$ cat config.mk
export PLATFORM = sky130hd
export DESIGN_NAME = idu_pipe
export DESIGN_NICKNAME = d
export VERILOG_FILES = /design/src/rtl/idu_pkg.sv /design/src/rtl/idu_decode.sv /design/src/rtl/idu_pipe.sv
export SDC_FILE = /design/constraint.sdc
export NUM_CORES = 1
export LEC_CHECK = 0
export ABC_AREA = 1
export CAP_MARGIN = 0
export CORE_MARGIN = 2
export CORE_UTILIZATION = 45
export CTS_CLUSTER_SIZE = 25
export DETAILED_ROUTE_END_ITERATION = 7
export GPL_TIMING_DRIVEN = 0
export PLACE_DENSITY = 0.65
export RECOVER_POWER = 50
export SYNTH_ARGS = -nofsm -noshare
export SYNTH_HDL_FRONTEND = slang
export SYNTH_SLANG_ARGS = --single-unit
$ cat constraint.sdc
create_clock -name clk -period 4.88 [get_ports clk]
set_input_delay 0.732 -clock clk [delete_from_list [all_inputs] [get_ports clk]]
set_output_delay 0.732 -clock clk [all_outputs]
set_load 0.02 [all_outputs]
$ cat src/rtl/idu_pkg.sv
// Shared decode definitions: opcodes, instruction formats, operand-mux codes and
// the decoded-instruction bundle carried by the decode slot.
package idu_pkg;

  localparam logic [6:0] OPC_LUI    = 7'b0110111;
  localparam logic [6:0] OPC_AUIPC  = 7'b0010111;
  localparam logic [6:0] OPC_JAL    = 7'b1101111;
  localparam logic [6:0] OPC_JALR   = 7'b1100111;
  localparam logic [6:0] OPC_BRANCH = 7'b1100011;
  localparam logic [6:0] OPC_LOAD   = 7'b0000011;
  localparam logic [6:0] OPC_STORE  = 7'b0100011;
  localparam logic [6:0] OPC_OPIMM  = 7'b0010011;
  localparam logic [6:0] OPC_OP     = 7'b0110011;
  localparam logic [6:0] OPC_SYSTEM = 7'b1110011;

  typedef enum logic [2:0] {IT_R, IT_I, IT_S, IT_B, IT_U, IT_J} itype_e;

  typedef enum logic [1:0] {AM1_ZERO = 2'd0, AM1_RS1 = 2'd1, AM1_PC = 2'd2} amux1_e;
  typedef enum logic [1:0] {AM2_ZERO = 2'd0, AM2_RS2 = 2'd1, AM2_IMM = 2'd2} amux2_e;

  typedef struct packed {
    logic [4:0]  rs1;
    logic [4:0]  rs2;
    logic [4:0]  rd;
    logic [31:0] imm;
    logic [2:0]  func3;
    logic [2:0]  func_eu;
    logic        alt;
    logic [1:0]  amux1;
    logic [1:0]  amux2;
    logic        wen;
    logic        mem_ren;
    logic        mem_wen;
    logic        branch;
    logic        jump;
    logic        illegal;
  } dec_t;

  function automatic logic [31:0] imm_of(input itype_e t, input logic [31:0] i);
    case (t)
      IT_I:    imm_of = {{20{i[31]}}, i[31:20]};
      IT_S:    imm_of = {{20{i[31]}}, i[31:25], i[11:7]};
      IT_B:    imm_of = {{19{i[31]}}, i[31], i[7], i[30:25], i[11:8], 1'b0};
      IT_U:    imm_of = {i[31:12], 12'b0};
      IT_J:    imm_of = {{11{i[31]}}, i[31], i[19:12], i[20], i[30:21], 1'b0};
      default: imm_of = '0;
    endcase
  endfunction

endpackage

$ cat src/rtl/idu_decode.sv
// Combinational RV32 decoder: instruction word -> control bundle.
// IDU_RVE_EN restricts register fields to x0..x15 (others decode as illegal).
module idu_decode
  import idu_pkg::*;
(
  input  logic [31:0] inst,
  output dec_t        dec
);

  logic [6:0] opc;
  logic [2:0] f3;
  logic [6:0] f7;
  itype_e     ity;
  logic       known;
  logic       bad_fn;
  logic       rve_bad;
  logic       ill;
  dec_t       raw;

  always_comb begin
    opc    = inst[6:0];
    f3     = inst[14:12];
    f7     = inst[31:25];
    ity    = IT_R;
    known  = 1'b1;
    bad_fn = 1'b0;
    raw    = '0;
    case (opc)
      OPC_LUI: begin
        ity = IT_U; raw.wen = 1'b1; raw.amux1 = AM1_ZERO; raw.amux2 = AM2_IMM;
      end
      OPC_AUIPC: begin
        ity = IT_U; raw.wen = 1'b1; raw.amux1 = AM1_PC; raw.amux2 = AM2_IMM;
      end
      OPC_JAL: begin
        ity = IT_J; raw.wen = 1'b1; raw.jump = 1'b1; raw.amux1 = AM1_PC; raw.amux2 = AM2_IMM;
      end
      OPC_JALR: begin
        ity = IT_I; raw.wen = 1'b1; raw.jump = 1'b1; raw.amux1 = AM1_RS1; raw.amux2 = AM2_IMM;
        bad_fn = (f3 != 3'd0);
      end
      OPC_BRANCH: begin
        ity = IT_B; raw.branch = 1'b1; raw.amux1 = AM1_RS1; raw.amux2 = AM2_RS2;
        bad_fn = (f3[2:1] == 2'b01);
      end
      OPC_LOAD: begin
        ity = IT_I; raw.wen = 1'b1; raw.mem_ren = 1'b1; raw.amux1 = AM1_RS1; raw.amux2 = AM2_IMM;
        bad_fn = (f3 == 3'd3) || (f3[2:1] == 2'b11);
      end
      OPC_STORE: begin
        ity = IT_S; raw.mem_wen = 1'b1; raw.amux1 = AM1_RS1; raw.amux2 = AM2_IMM;
        bad_fn = (f3 > 3'd2);
      end
      OPC_OPIMM: begin
        ity = IT_I; raw.wen = 1'b1; raw.amux1 = AM1_RS1; raw.amux2 = AM2_IMM;
        raw.func_eu = f3;
        // Only the shift forms carry a funct7; elsewhere inst[30] is immediate data.
        if (f3 == 3'd1) bad_fn = (f7 != 7'h00);
        if (f3 == 3'd5) begin
          bad_fn  = (f7 != 7'h00) && (f7 != 7'h20);
          raw.alt = inst[30];
        end
      end
      OPC_OP: begin
        ity = IT_R; raw.wen = 1'b1; raw.amux1 = AM1_RS1; raw.amux2 = AM2_RS2;
        raw.func_eu = f3;
        raw.alt     = inst[30];
        bad_fn = !((f7 == 7'h00) || ((f7 == 7'h20) && (f3 == 3'd0 || f3 == 3'd5)));
      end
      OPC_SYSTEM: begin
        ity = IT_I; raw.amux2 = AM2_IMM;
        bad_fn = (f3 == 3'd4);
      end
      default: known = 1'b0;
    endcase

    raw.func3 = (ity == IT_U || ity == IT_J) ? 3'd0 : f3;
    raw.rs1   = (ity == IT_R || ity == IT_I || ity == IT_S || ity == IT_B) ? inst[19:15] : 5'd0;
    raw.rs2   = (ity == IT_R || ity == IT_S || ity == IT_B) ? inst[24:20] : 5'd0;
    raw.rd    = (ity == IT_R || ity == IT_I || ity == IT_U || ity == IT_J) ? inst[11:7] : 5'd0;
    raw.imm   = (ity == IT_R) ? 32'd0 : imm_of(ity, inst);

`ifdef IDU_RVE_EN
    rve_bad = raw.rs1[4] | raw.rs2[4] | raw.rd[4];
`else
    rve_bad = 1'b0;
`endif

    ill = !known || (inst[1:0] != 2'b11) || bad_fn || rve_bad;
    dec = raw;
    if (ill) begin
      dec         = '0;
      dec.illegal = 1'b1;
    end
  end

endmodule

$ cat src/rtl/idu_pipe.sv
// Instruction-decode stage: fetch FIFO feeding one registered decode slot.
// Build with IDU_RVE_EN to decode for the 16-register RV32E register file.
module idu_pipe
  import idu_pkg::*;
#(
  parameter int DEPTH = 4,
  parameter int PC_W  = 32
) (
  input  logic                     clk,
  input  logic                     rst,
  input  logic                     flush,
  input  logic                     in_valid,
  output logic                     in_ready,
  input  logic [31:0]              in_inst,
  input  logic [PC_W-1:0]          in_pc,
  output logic                     out_valid,
  input  logic                     out_ready,
  output logic [PC_W-1:0]          out_pc,
  output logic [4:0]               rs1,
  output logic [4:0]               rs2,
  output logic [4:0]               rd,
  output logic [31:0]              imm,
  output logic [2:0]               func3,
  output logic [2:0]               funcEU,
  output logic                     alt,
  output logic [1:0]               amux1,
  output logic [1:0]               amux2,
  output logic                     wen,
  output logic                     mem_ren,
  output logic                     mem_wen,
  output logic                     branch,
  output logic                     jump,
  output logic                     illegal,
  output logic [$clog2(DEPTH):0]   occupancy
);

  localparam int            AW   = $clog2(DEPTH);
  localparam logic [AW:0]   FULL = (AW+1)'(DEPTH);

  typedef struct packed {
    logic [31:0]     inst;
    logic [PC_W-1:0] pc;
  } ent_t;

  ent_t            mem_q [DEPTH];
  ent_t            mem_d [DEPTH];
  logic [AW-1:0]   wptr_q, wptr_d;
  logic [AW-1:0]   rptr_q, rptr_d;
  logic [AW:0]     occ_q, occ_d;
  logic            slot_vld_q, slot_vld_d;
  dec_t            slot_q, slot_d;
  logic [PC_W-1:0] slot_pc_q, slot_pc_d;

  ent_t            head;
  dec_t            head_dec;
  logic            push, pop;

  assign head = mem_q[rptr_q];

  idu_decode u_dec (
    .inst (head.inst),
    .dec  (head_dec)
  );

  always_comb begin
    // The slot refills whenever it is empty or being consumed this cycle.
    pop      = (occ_q != '0) && (!slot_vld_q || out_ready);
    // A full FIFO still takes a new entry when its head leaves in the same cycle.
    in_ready = ((occ_q != FULL) || pop) && !flush && !rst;
    push     = in_valid && in_ready;

    mem_d      = mem_q;
    wptr_d     = wptr_q;
    rptr_d     = rptr_q;
    occ_d      = occ_q;
    slot_d     = slot_q;
    slot_pc_d  = slot_pc_q;
    slot_vld_d = slot_vld_q;

    if (push) begin
      mem_d[wptr_q] = '{inst: in_inst, pc: in_pc};
      wptr_d        = wptr_q + AW'(1);
    end
    if (pop) begin
      slot_d     = head_dec;
      slot_pc_d  = head.pc;
      slot_vld_d = 1'b1;
      rptr_d     = rptr_q + AW'(1);
    end else if (out_ready) begin
      slot_vld_d = 1'b0;
    end
    case ({push, pop})
      2'b10:   occ_d = occ_q + (AW+1)'(1);
      2'b01:   occ_d = occ_q - (AW+1)'(1);
      default: occ_d = occ_q;
    endcase

    if (flush) begin
      wptr_d     = '0;
      rptr_d     = '0;
      occ_d      = '0;
      slot_vld_d = 1'b0;
      slot_d     = '0;
      slot_pc_d  = '0;
    end
  end

  always_ff @(posedge clk) begin
    if (rst) begin
      wptr_q     <= '0;
      rptr_q     <= '0;
      occ_q      <= '0;
      slot_vld_q <= 1'b0;
      slot_q     <= '0;
      slot_pc_q  <= '0;
    end else begin
      wptr_q     <= wptr_d;
      rptr_q     <= rptr_d;
      occ_q      <= occ_d;
      slot_vld_q <= slot_vld_d;
      slot_q     <= slot_d;
      slot_pc_q  <= slot_pc_d;
    end
  end

  // Storage is qualified by occupancy, so it needs no reset.
  always_ff @(posedge clk) begin
    mem_q <= mem_d;
  end

  assign out_valid = slot_vld_q;
  assign out_pc    = slot_pc_q;
  assign rs1       = slot_q.rs1;
  assign rs2       = slot_q.rs2;
  assign rd        = slot_q.rd;
  assign imm       = slot_q.imm;
  assign func3     = slot_q.func3;
  assign funcEU    = slot_q.func_eu;
  assign alt       = slot_q.alt;
  assign amux1     = slot_q.amux1;
  assign amux2     = slot_q.amux2;
  assign wen       = slot_q.wen;
  assign mem_ren   = slot_q.mem_ren;
  assign mem_wen   = slot_q.mem_wen;
  assign branch    = slot_q.branch;
  assign jump      = slot_q.jump;
  assign illegal   = slot_q.illegal;
  assign occupancy = occ_q;

endmodule

* After elaboration in Yosys (flattened, before gate mapping)
Index checks and enable logic that the tools add are counted.
** Storage, ports and cells
- Bits in registers :: 360
- Output and inout bits :: 101
- Logic and storage cells :: 140
** Cells by class
- Add/subtract/negate cells :: 4
- Order comparisons :: 4
- Equality and inequality tests :: 27
- Muxes and demuxes :: 30
- Bitwise operators :: 2
- Reductions and logical operators :: 45
** Operators by type and width (number)
- $bwmux 256 :: 1
- $mux 64 :: 4
- $pmux 32 s5 :: 1
- $bmux 64 s2 :: 1
- $demux 64 s2 :: 1
- $mux 32 :: 1
- $eq 7x6->1 const B :: 4
- $eq 7x7->1 const B :: 4
- $logic_or 1x1->1 :: 15
- $mux 5 :: 3
- $pmux 3 s5 :: 1
- $eq 7x5->1 const B :: 2
- $eq 3x3->1 const B :: 4
- $mux 1 :: 11
- $reduce_or 10->1 :: 1
- $reduce_or 2->1 :: 5
- $eq 3x2->1 const B :: 3
- $pmux 2 s2 :: 2
- $pmux 4 s2 :: 1
- $reduce_or 8->1 :: 1
- $eq 7x2->1 const B :: 1
- $logic_and 1x1->1 :: 7
- $logic_not 7->1 :: 1
- $ne 7x6->1 const B :: 1
- 23 further kinds :: 36

* Depth between registers and ports, before layout
Gate-level depths: netlist (run 1).
- Word-level depth :: 13
- Mapped depth :: 17
- Gate-level depth less buffers :: 15

* By module
From an unflattened synthesis (run 1), not the netlist that was laid out.
** Second synthesis, totals
- Cells, all modules :: 1436
- Area, all modules :: 14888.0 sq um
** Modules (own cells, without submodules)
- idu_pipe :: instances 1, cells each 1167, area each 13531.7 sq um, sequential area each 9769.4 sq um
- idu_decode :: instances 1, cells each 269, area each 1356.3 sq um, sequential area each 0.0 sq um

* Worst setup path after synthesis (run 1)
Ideal clock, no wire load.
- Path type :: in2reg
- Start point :: in flush
- End point :: reg mem_q[0] in the netlist's numbering (enable)
- Setup time :: 487 ps
- Data arrival time :: 4453 ps
- Path slack :: -59 ps
- Cell stages on the path :: 5
- Cell sequence :: nor2_1 inv_1 a31oi_1 nand2_1 nor2_1
** Between the ends
- Word-level cells in the longest chain between the ends :: 4
** Ends and longest elaborated chain
- start, declared :: RTL line idu_pipe.sv:11 : input logic flush,
- $logic_not 1->1 :: RTL line idu_pipe.sv:69 : in_ready = ((occ_q != FULL) || pop) && !flush && !rst;
- $logic_and 1x1->1 (2 in a row) :: RTL line idu_pipe.sv:69
- named net in_ready :: RTL line idu_pipe.sv:13 : output logic in_ready,
- $logic_and 1x1->1 :: RTL line idu_pipe.sv:70 : push = in_valid && in_ready;
- end signal, assigned :: RTL line idu_pipe.sv:128 : mem_q <= mem_d;
- end, declared :: RTL line idu_pipe.sv:45 : ent_t mem_q [DEPTH];
The timed path passes the listed nets, and every way through them passes these cells.
A chain may end at the register's enable or synchronous reset.

* Worst setup path in the final report (run 1)
- Start point :: in out_ready
- End point :: reg occ_q[2] (netlist: occupancy[2])
** Between the ends
- Word-level cells in the longest chain between the ends :: 8
- Elaborated cells between the ends (all ways) :: 10
- Classes of those cells :: 2 x eq/ne; 1 x mux; 7 x reduce/logical
** Ends and longest elaborated chain
- start, declared :: RTL line idu_pipe.sv:17 : input logic out_ready,
- $logic_or 1x1->1 (*) :: RTL line idu_pipe.sv:67 : pop = (occ_q != '0) && (!slot_vld_q || out_ready);
- $logic_and 1x1->1 (*) :: RTL line idu_pipe.sv:67
- named net pop :: RTL line idu_pipe.sv:56 : logic push, pop;
- $logic_or 1x1->1 :: RTL line idu_pipe.sv:69
- $logic_and 1x1->1 (2 in a row) :: RTL line idu_pipe.sv:69
- $logic_and 1x1->1 :: RTL line idu_pipe.sv:70
- $eq 2x1->1 or $eq 2x2->1 (tied branches) :: RTL line idu_pipe.sv:92 : case ({push, pop})
- $pmux 3 s2 or $reduce_bool 2->1 (tied branches)
- end signal, assigned :: RTL line idu_pipe.sv:112 : occ_q <= '0;
- end signal, assigned :: RTL line idu_pipe.sv:119 : occ_q <= occ_d;
- end, declared :: RTL line idu_pipe.sv:49 : logic [AW:0] occ_q, occ_d;
Mark *: on every way through the listed nets, which the timed path passes. The rest lies on a longest branch.

==> impl_metrics.env, run 1 <==
export IMPL_grt_max_degree=28
export IMPL_rows=65
export IMPL_syn_inst=1376
export IMPL_critPathMostFrequentCell="a21oi_1"
export IMPL_clkSlewWorstSetupHoldPaths_ps=60
export IMPL_r2r_cells=11
export IMPL_fin_nets=1668
export IMPL_htree_levels=2
export IMPL_path_cells="clkdlybuf4s50_1 -> nor2_1 -> a21oi_1 -> clkbuf_1 -> clkbuf_1 -> ha_1 -> inv_1 -> fa_1 -> a21oi_1 -> o21ai_0 -> o21ai_0 -> a21oi_1"
export IMPL_vdd_ir_drop_max_mv=0.312
export IMPL_synth_cell_area_um2=14600
export IMPL_gp_congestion=0.940
export IMPL_fin_util=0.572
export IMPL_die_h_um=184
export IMPL_cp_startpoint="out_ready"
export IMPL_rsz0062_at_grt="no"
export IMPL_min_period_over_period=0.809
export IMPL_grt_pass1_wl_mm=59.2
export IMPL_critPathCaptureType="flip-flop"
export IMPL_cts_sinks=360
export IMPL_yosysSeqAreaShare=0.670
export IMPL_p_leak_nw=6.88
export IMPL_cellPowerDensity_nw_per_um2=346
export IMPL_yosys_warnings=0
export IMPL_crit_fanout=10
export IMPL_synth_seq_cells=360
export IMPL_hold_violations=0
export IMPL_period_needed_ps=3950
export IMPL_min_delay_path_depth=2
export IMPL_cts_tree="done"
export IMPL_ctsResizeCount=0
export IMPL_dpl_hpwl_mm=26.8
export IMPL_hold_path_class="reg2reg"
export IMPL_wl_per_cell_um=18.9
export IMPL_synth_top_area_frac=0.527
export IMPL_cp_slowest_stage_delay_ps=950
export IMPL_grt_use_total=0.229
export IMPL_synth_most_common_cell="nand2_1"
export IMPL_synth_edff_count=256
export IMPL_clk_path_buf_depth=3
export IMPL_drc_errors=0
export IMPL_grt_ovfl_total=0
export IMPL_hp_start="mem_wen"
export IMPL_via_per_inst=5.32
export IMPL_drv_slew=0
export IMPL_rrSetupSlack_ps=1200
export IMPL_synth_area_top_cells="edfxtp_1 53%, dfxtp_1 14%, nand2_1 7.1%"
export IMPL_fp_dieArea_um2=33900
export IMPL_holdPathEnd="mem_wen"
export IMPL_drv_cap=0
export IMPL_slowest_stage="a21oi_1"
export IMPL_start_util=0.460
export IMPL_avgSynthCellArea_um2=10.6
export IMPL_placedInstanceArea_um2=17000
export IMPL_antenna_left=0
export IMPL_core_um2=31700
export IMPL_numCtsBuffers=38
export IMPL_synth_async_reset_ratio=0
export IMPL_grt_pass1_vias=10700
export IMPL_fin_area_um2=18200
export IMPL_die_x_um=184
export IMPL_drtIter0Drc=755
export IMPL_criticalPathCategory="in2reg"
export IMPL_rr_endpoint="occupancy[2]"
export IMPL_slew_headroom=0.159
export IMPL_crit_required_ps=5310
export IMPL_holdWs_ps=461
export IMPL_tightest_slew_ps=1260
export IMPL_syn_nets=1451
export IMPL_arrival_ps=4370
export IMPL_final_setup_viol_count=0
export IMPL_clock_latency_ps=540
export IMPL_hold_buffers=0
export IMPL_cp_num_buf_inv=4
export IMPL_io_buffers=169
export IMPL_timing_rr_start="occupancy[1]"
export IMPL_outcome="finished, final reports clean"
export IMPL_synth_cell_types=36
export IMPL_yosysTopAreaCell="edfxtp_1"
export IMPL_worst_clock_skew_ps=30.4
export IMPL_area_growth_pct=24.4
export IMPL_cts_setup_buffers=0
export IMPL_routed_wl_mm=38.4
export IMPL_antenna_found_initial=8
export IMPL_drive_above_1_share=0.0838
export IMPL_max_freq_mhz=253
export IMPL_root_buffer="clkbuf_16"
export IMPL_crit_family="buffers and inverters"
export IMPL_first_pass_iters=5
export IMPL_critPathLaunchType="input pin"
export IMPL_synth_common_cells="276 x nand2_1, 256 x edfxtp_1, 175 x nor2_1, 109 x o21ai_0, 104 x dfxtp_1"
export IMPL_ios=170
export IMPL_vias=10800
export IMPL_ys_flop_type="edfxtp_1"
-- layout make-up --
| cell class | instances | area (µm²) |
|---|---|---|
| clock inverter | 18 | 110 |
| fill | 2706 | 13600 |
| clock buffer | 52 | 1060 |
| inverter | 43 | 164 |
| timing repair buffer | 177 | 1850 |
| multi-input combinational | 882 | 4210 |
| tap | 402 | 503 |
| sequential | 360 | 9770 |
| antenna | 6 | 15.0 |
| buffer | 91 | 474 |
-- flip-flops by register name, summed over array words and instances, names as in the netlist, 2 cells and up --
register,count
rptr_q,2
amux1,2
out_pc,32
func3,3
mem_q,256
rs2,5
wptr_q,2
rs1,5
amux2,2
funcEU,3
occupancy,3
imm,32
rd,5
-- per-layer routing --
layer  up-vias  global-route usage  wire length, µm
met4         2              0.0720              870
met2       331               0.400            18900
met5         -                   0               16
met3        72              0.0466             2360
met1      5119               0.287            16200
li1       5290                   -                -
-- per-stage QoR --
step / cells / TNS [ps] / power [mW] / setup slack (ps)
2_1_floorplan: 1376 / -15190 / 3.53 / -59.3
3_5_place_dp: 1955 / 0 / 3.70 / 426
6_report: 2031 / 0 / 6.29 / 934
5_1_grt: 2026 / 0 / 6.50 / 820
4_1_cts: 2025 / 0 / 6.36 / 994
3_3_place_gp: 1947 / -726010 / 3.69 / -2920
-- worst max path at each step --
stage,to,slack (ps),cells past startpoint
floorplan,mem_q[0],-60,5
global placement,mem_q[200],-2920,6
detailed placement,occupancy[2],430,12
CTS,occupancy[2],990,12
global route,occupancy[2],820,12
finish,occupancy[2],930,12
-- report_power, final --
group,switching [mW],internal [mW],total (mW)
clock,1.14,1.53,2.67
combinational,0.206,0.103,0.310
sequential,0.0106,3.30,3.31
-- cells in the final DEF (no fill, tap or decap), drive strengths merged --
cell type,netlist,final
nor2,182,182
buf,49,57
or2,3,3
o21ai,111,111
nor3,6,6
nand4,50,50
a21oi,97,97
edfxtp,256,256
a21o,1,1
dlygate4sd3,0,165
nand2,285,285
nand3b,10,10
a21boi,2,2
clkinv,0,17
clkdlybuf4s50,0,4
a32o,3,3
ha,5,5
a32oi,9,9
a31oi,33,33
fa,1,1
dfxtp,104,104
inv,43,44
clkbuf,42,94
nand3,81,81
a22oi,3,3
diode,0,6
-- kinds of logic after synthesis --
family / after synthesis / synth area share
buffers and inverters: 134 / 0.0437
AND/OR/NAND/NOR: 617 / 0.185
adder cells (fa/ha/maj): 6 / 0.00566
AO/OA/AOI/OAI: 259 / 0.0963
flip-flops: 360 / 0.670
-- worst min-delay path, cell delays in order, from the launching register on --
cell and delay [ps]:
dfxtp_1 300, nand2_1 60, a21oi_1 50
Note: power is estimated with default switching activity, not from simulation.
==> run 2: changes to the inputs <==
==> constraint.sdc (replaced) <==
create_clock -name clk -period 4.12 [get_ports clk]
set_input_delay 0.618 -clock clk [delete_from_list [all_inputs] [get_ports clk]]
set_output_delay 0.618 -clock clk [all_outputs]
set_load 0.02 [all_outputs]
==> results of run 2 <==
The final DEF is identical to that of run 1. Status: finished, final reports clean.
Main changes from that run: setup slack after placement 426 ps -> -220 ps; setup slack after layout 934 ps -> 288 ps; register-to-register setup slack 1200 ps -> 440 ps; total power 6.29 mW -> 7.45 mW; worst IR drop on VDD 0.312 mV -> 0.370 mV
==> run 3: changes to the inputs <==
--- a/config.mk
+++ b/config.mk
@@ -7,6 +7,7 @@
 export LEC_CHECK = 0
 export ABC_AREA = 1
 export CAP_MARGIN = 0
+export CORE_ASPECT_RATIO = 0.8
 export CORE_MARGIN = 2
 export CORE_UTILIZATION = 45
 export CTS_CLUSTER_SIZE = 25
==> constraint.sdc (replaced) <==
create_clock -name clk -period 4.3 [get_ports clk]
set_input_delay 0.645 -clock clk [delete_from_list [all_inputs] [get_ports clk]]
set_output_delay 0.645 -clock clk [all_outputs]
set_load 0.02 [all_outputs]
==> impl_metrics.env, run 3 (synthesis gave the netlist of run 1 again) <==
export IMPL_drc_errors=0
export IMPL_grt_use_total=0.237
export IMPL_vias=11100
export IMPL_hp_start="imm[19]"
export IMPL_rows=58
export IMPL_critPathLaunchType="input pin"
export IMPL_min_period_over_period=0.933
export IMPL_final_common_cell="nand2_1"
export IMPL_drv_cap=0
export IMPL_clk_path_buf_depth=3
export IMPL_vdd_ir_drop_max_mv=0.310
export IMPL_dpl_hpwl_mm=28.2
export IMPL_final_cell_count_no_fill=2042
export IMPL_io_buffers=169
export IMPL_numCtsBuffers=37
export IMPL_die_h_um=165
export IMPL_rrSetupSlack_ps=480
export IMPL_start_util=0.461
export IMPL_root_buffer="clkbuf_16"
export IMPL_grt_pass1_vias=10600
export IMPL_drtIter0Drc=1028
export IMPL_min_delay_path_depth=2
export IMPL_hold_path_class="reg2reg"
export IMPL_clock_latency_ps=530
export IMPL_tightest_slew_ps=1380
export IMPL_hold_buffers=0
export IMPL_cp_startpoint="out_ready"
export IMPL_criticalPathCategory="in2reg"
export IMPL_area_growth_pct=24.5
export IMPL_cellPowerDensity_nw_per_um2=395
export IMPL_grt_ovfl_total=0
export IMPL_cts_sinks=360
export IMPL_fillers=2675
export IMPL_grt_pass1_wl_mm=60.5
export IMPL_core_um2=31600
export IMPL_antenna_left=0
export IMPL_final_setup_viol_count=0
export IMPL_grt_max_degree=29
export IMPL_max_freq_mhz=249
export IMPL_routed_wl_mm=40.0
export IMPL_first_pass_iters=5
export IMPL_worst_clock_skew_ps=18.9
export IMPL_period_needed_ps=4010
export IMPL_power_mw=7.18
export IMPL_via_per_inst=5.42
export IMPL_wl_per_cell_um=19.6
export IMPL_clkSlewWorstSetupHoldPaths_ps=60
export IMPL_p_leak_nw=6.87
export IMPL_slew_headroom=0.0808
export IMPL_dp_cells=1973
export IMPL_arrival_ps=4430
export IMPL_hold_violations=0
export IMPL_die_x_um=205
export IMPL_cts_setup_buffers=0
export IMPL_fp_dieArea_um2=33900
export IMPL_timing_rr_start="occupancy[1]"
export IMPL_drive_above_1_share=0.0840
export IMPL_largest_reg_flops=256
export IMPL_fin_nets=1667
export IMPL_crit_required_ps=4710
export IMPL_htree_levels=2
export IMPL_ctsResizeCount=0
export IMPL_final_cell_mix="276 x nand2_1, 256 x edfxtp_1, 171 x nor2_1"
export IMPL_r2r_cells=11
export IMPL_outcome="finished, final reports clean"
export IMPL_ios=170
export IMPL_cts_tree="done"
export IMPL_rsz0062_at_grt="no"
export IMPL_crit_fanout=10
export IMPL_gp_congestion=0.914
export IMPL_critPathCaptureType="flip-flop"
export IMPL_drv_slew=0
export IMPL_antenna_found_initial=5
export IMPL_regMostFlops="mem_q"
run 3: cell types whose count changed in the layout (fill, tap and decap cells not counted), moves of 3 or more:
| cell | before | now |
|---|---|---|
| clkinv_1 | 8 | 1 |
| clkbuf_1 | 50 | 53 |
| clkinv_2 | 6 | 3 |
| clkinvlp_2 | 0 | 3 |
| diode_2 | 6 | 3 |
run 3: final timing paths:
kind,end
max,occupancy[2]
min,imm[19]
max reg2reg,occupancy[2]
min reg2reg,imm[19]
run 3: layout make-up:
class | instances | area [µm²] | area share
inverters | 43 | 164 | 0.00902
clock inverters | 13 | 126 | 0.00696
repair buffers | 177 | 1850 | 0.102
diodes | 3 | 7.51 | 0.000413
flip-flops and latches | 360 | 9770 | 0.538
plain buffers | 91 | 474 | 0.0261
well taps | 420 | 526 | 0.0289
clock buffers | 53 | 1040 | 0.0570
multi-input cells | 882 | 4210 | 0.232
run 3: where the power goes:
part / switching (mW) / internal [mW]
logic: 0.242 / 0.117
clock network: 1.27 / 1.80
registers: 0.0111 / 3.74
run 3: metrics by stage:
step	setup TNS, ps	area [µm²]	hold slack (ps)	utilization	worst slack, ps
2_1_floorplan	-141400	14600	490	-	-552
3_3_place_gp	-874510	16800	456	0.531	-3500
3_5_place_dp	-178	17000	455	0.537	-166
4_1_cts	0	18200	464	0.574	389
5_1_grt	0	18200	484	0.574	151
6_report	0	18200	461	0.574	287
run 3: critical path, cell delays in order:
cell and delay, ps:
clkdlybuf4s50_1 450, nor2_1 80, a21oi_1 1050, clkbuf_1 420, clkbuf_1 580, ha_1 260
inv_1 70, fa_1 370, a21oi_1 140, o21ai_0 120, o21ai_0 170, a21oi_1 60
run 3: routing by layer:
| layer | up-vias | track usage | part of all wire |
|---|---|---|---|
| li1 | 5288 | - | - |
| met1 | 5317 | 0.346 | 0.45 |
| met2 | 411 | 0.365 | 0.45 |
| met3 | 58 | 0.0420 | 0.082 |
| met4 | 0 | 0.0674 | 0.020 |
| met5 | - | 0 | 0 |
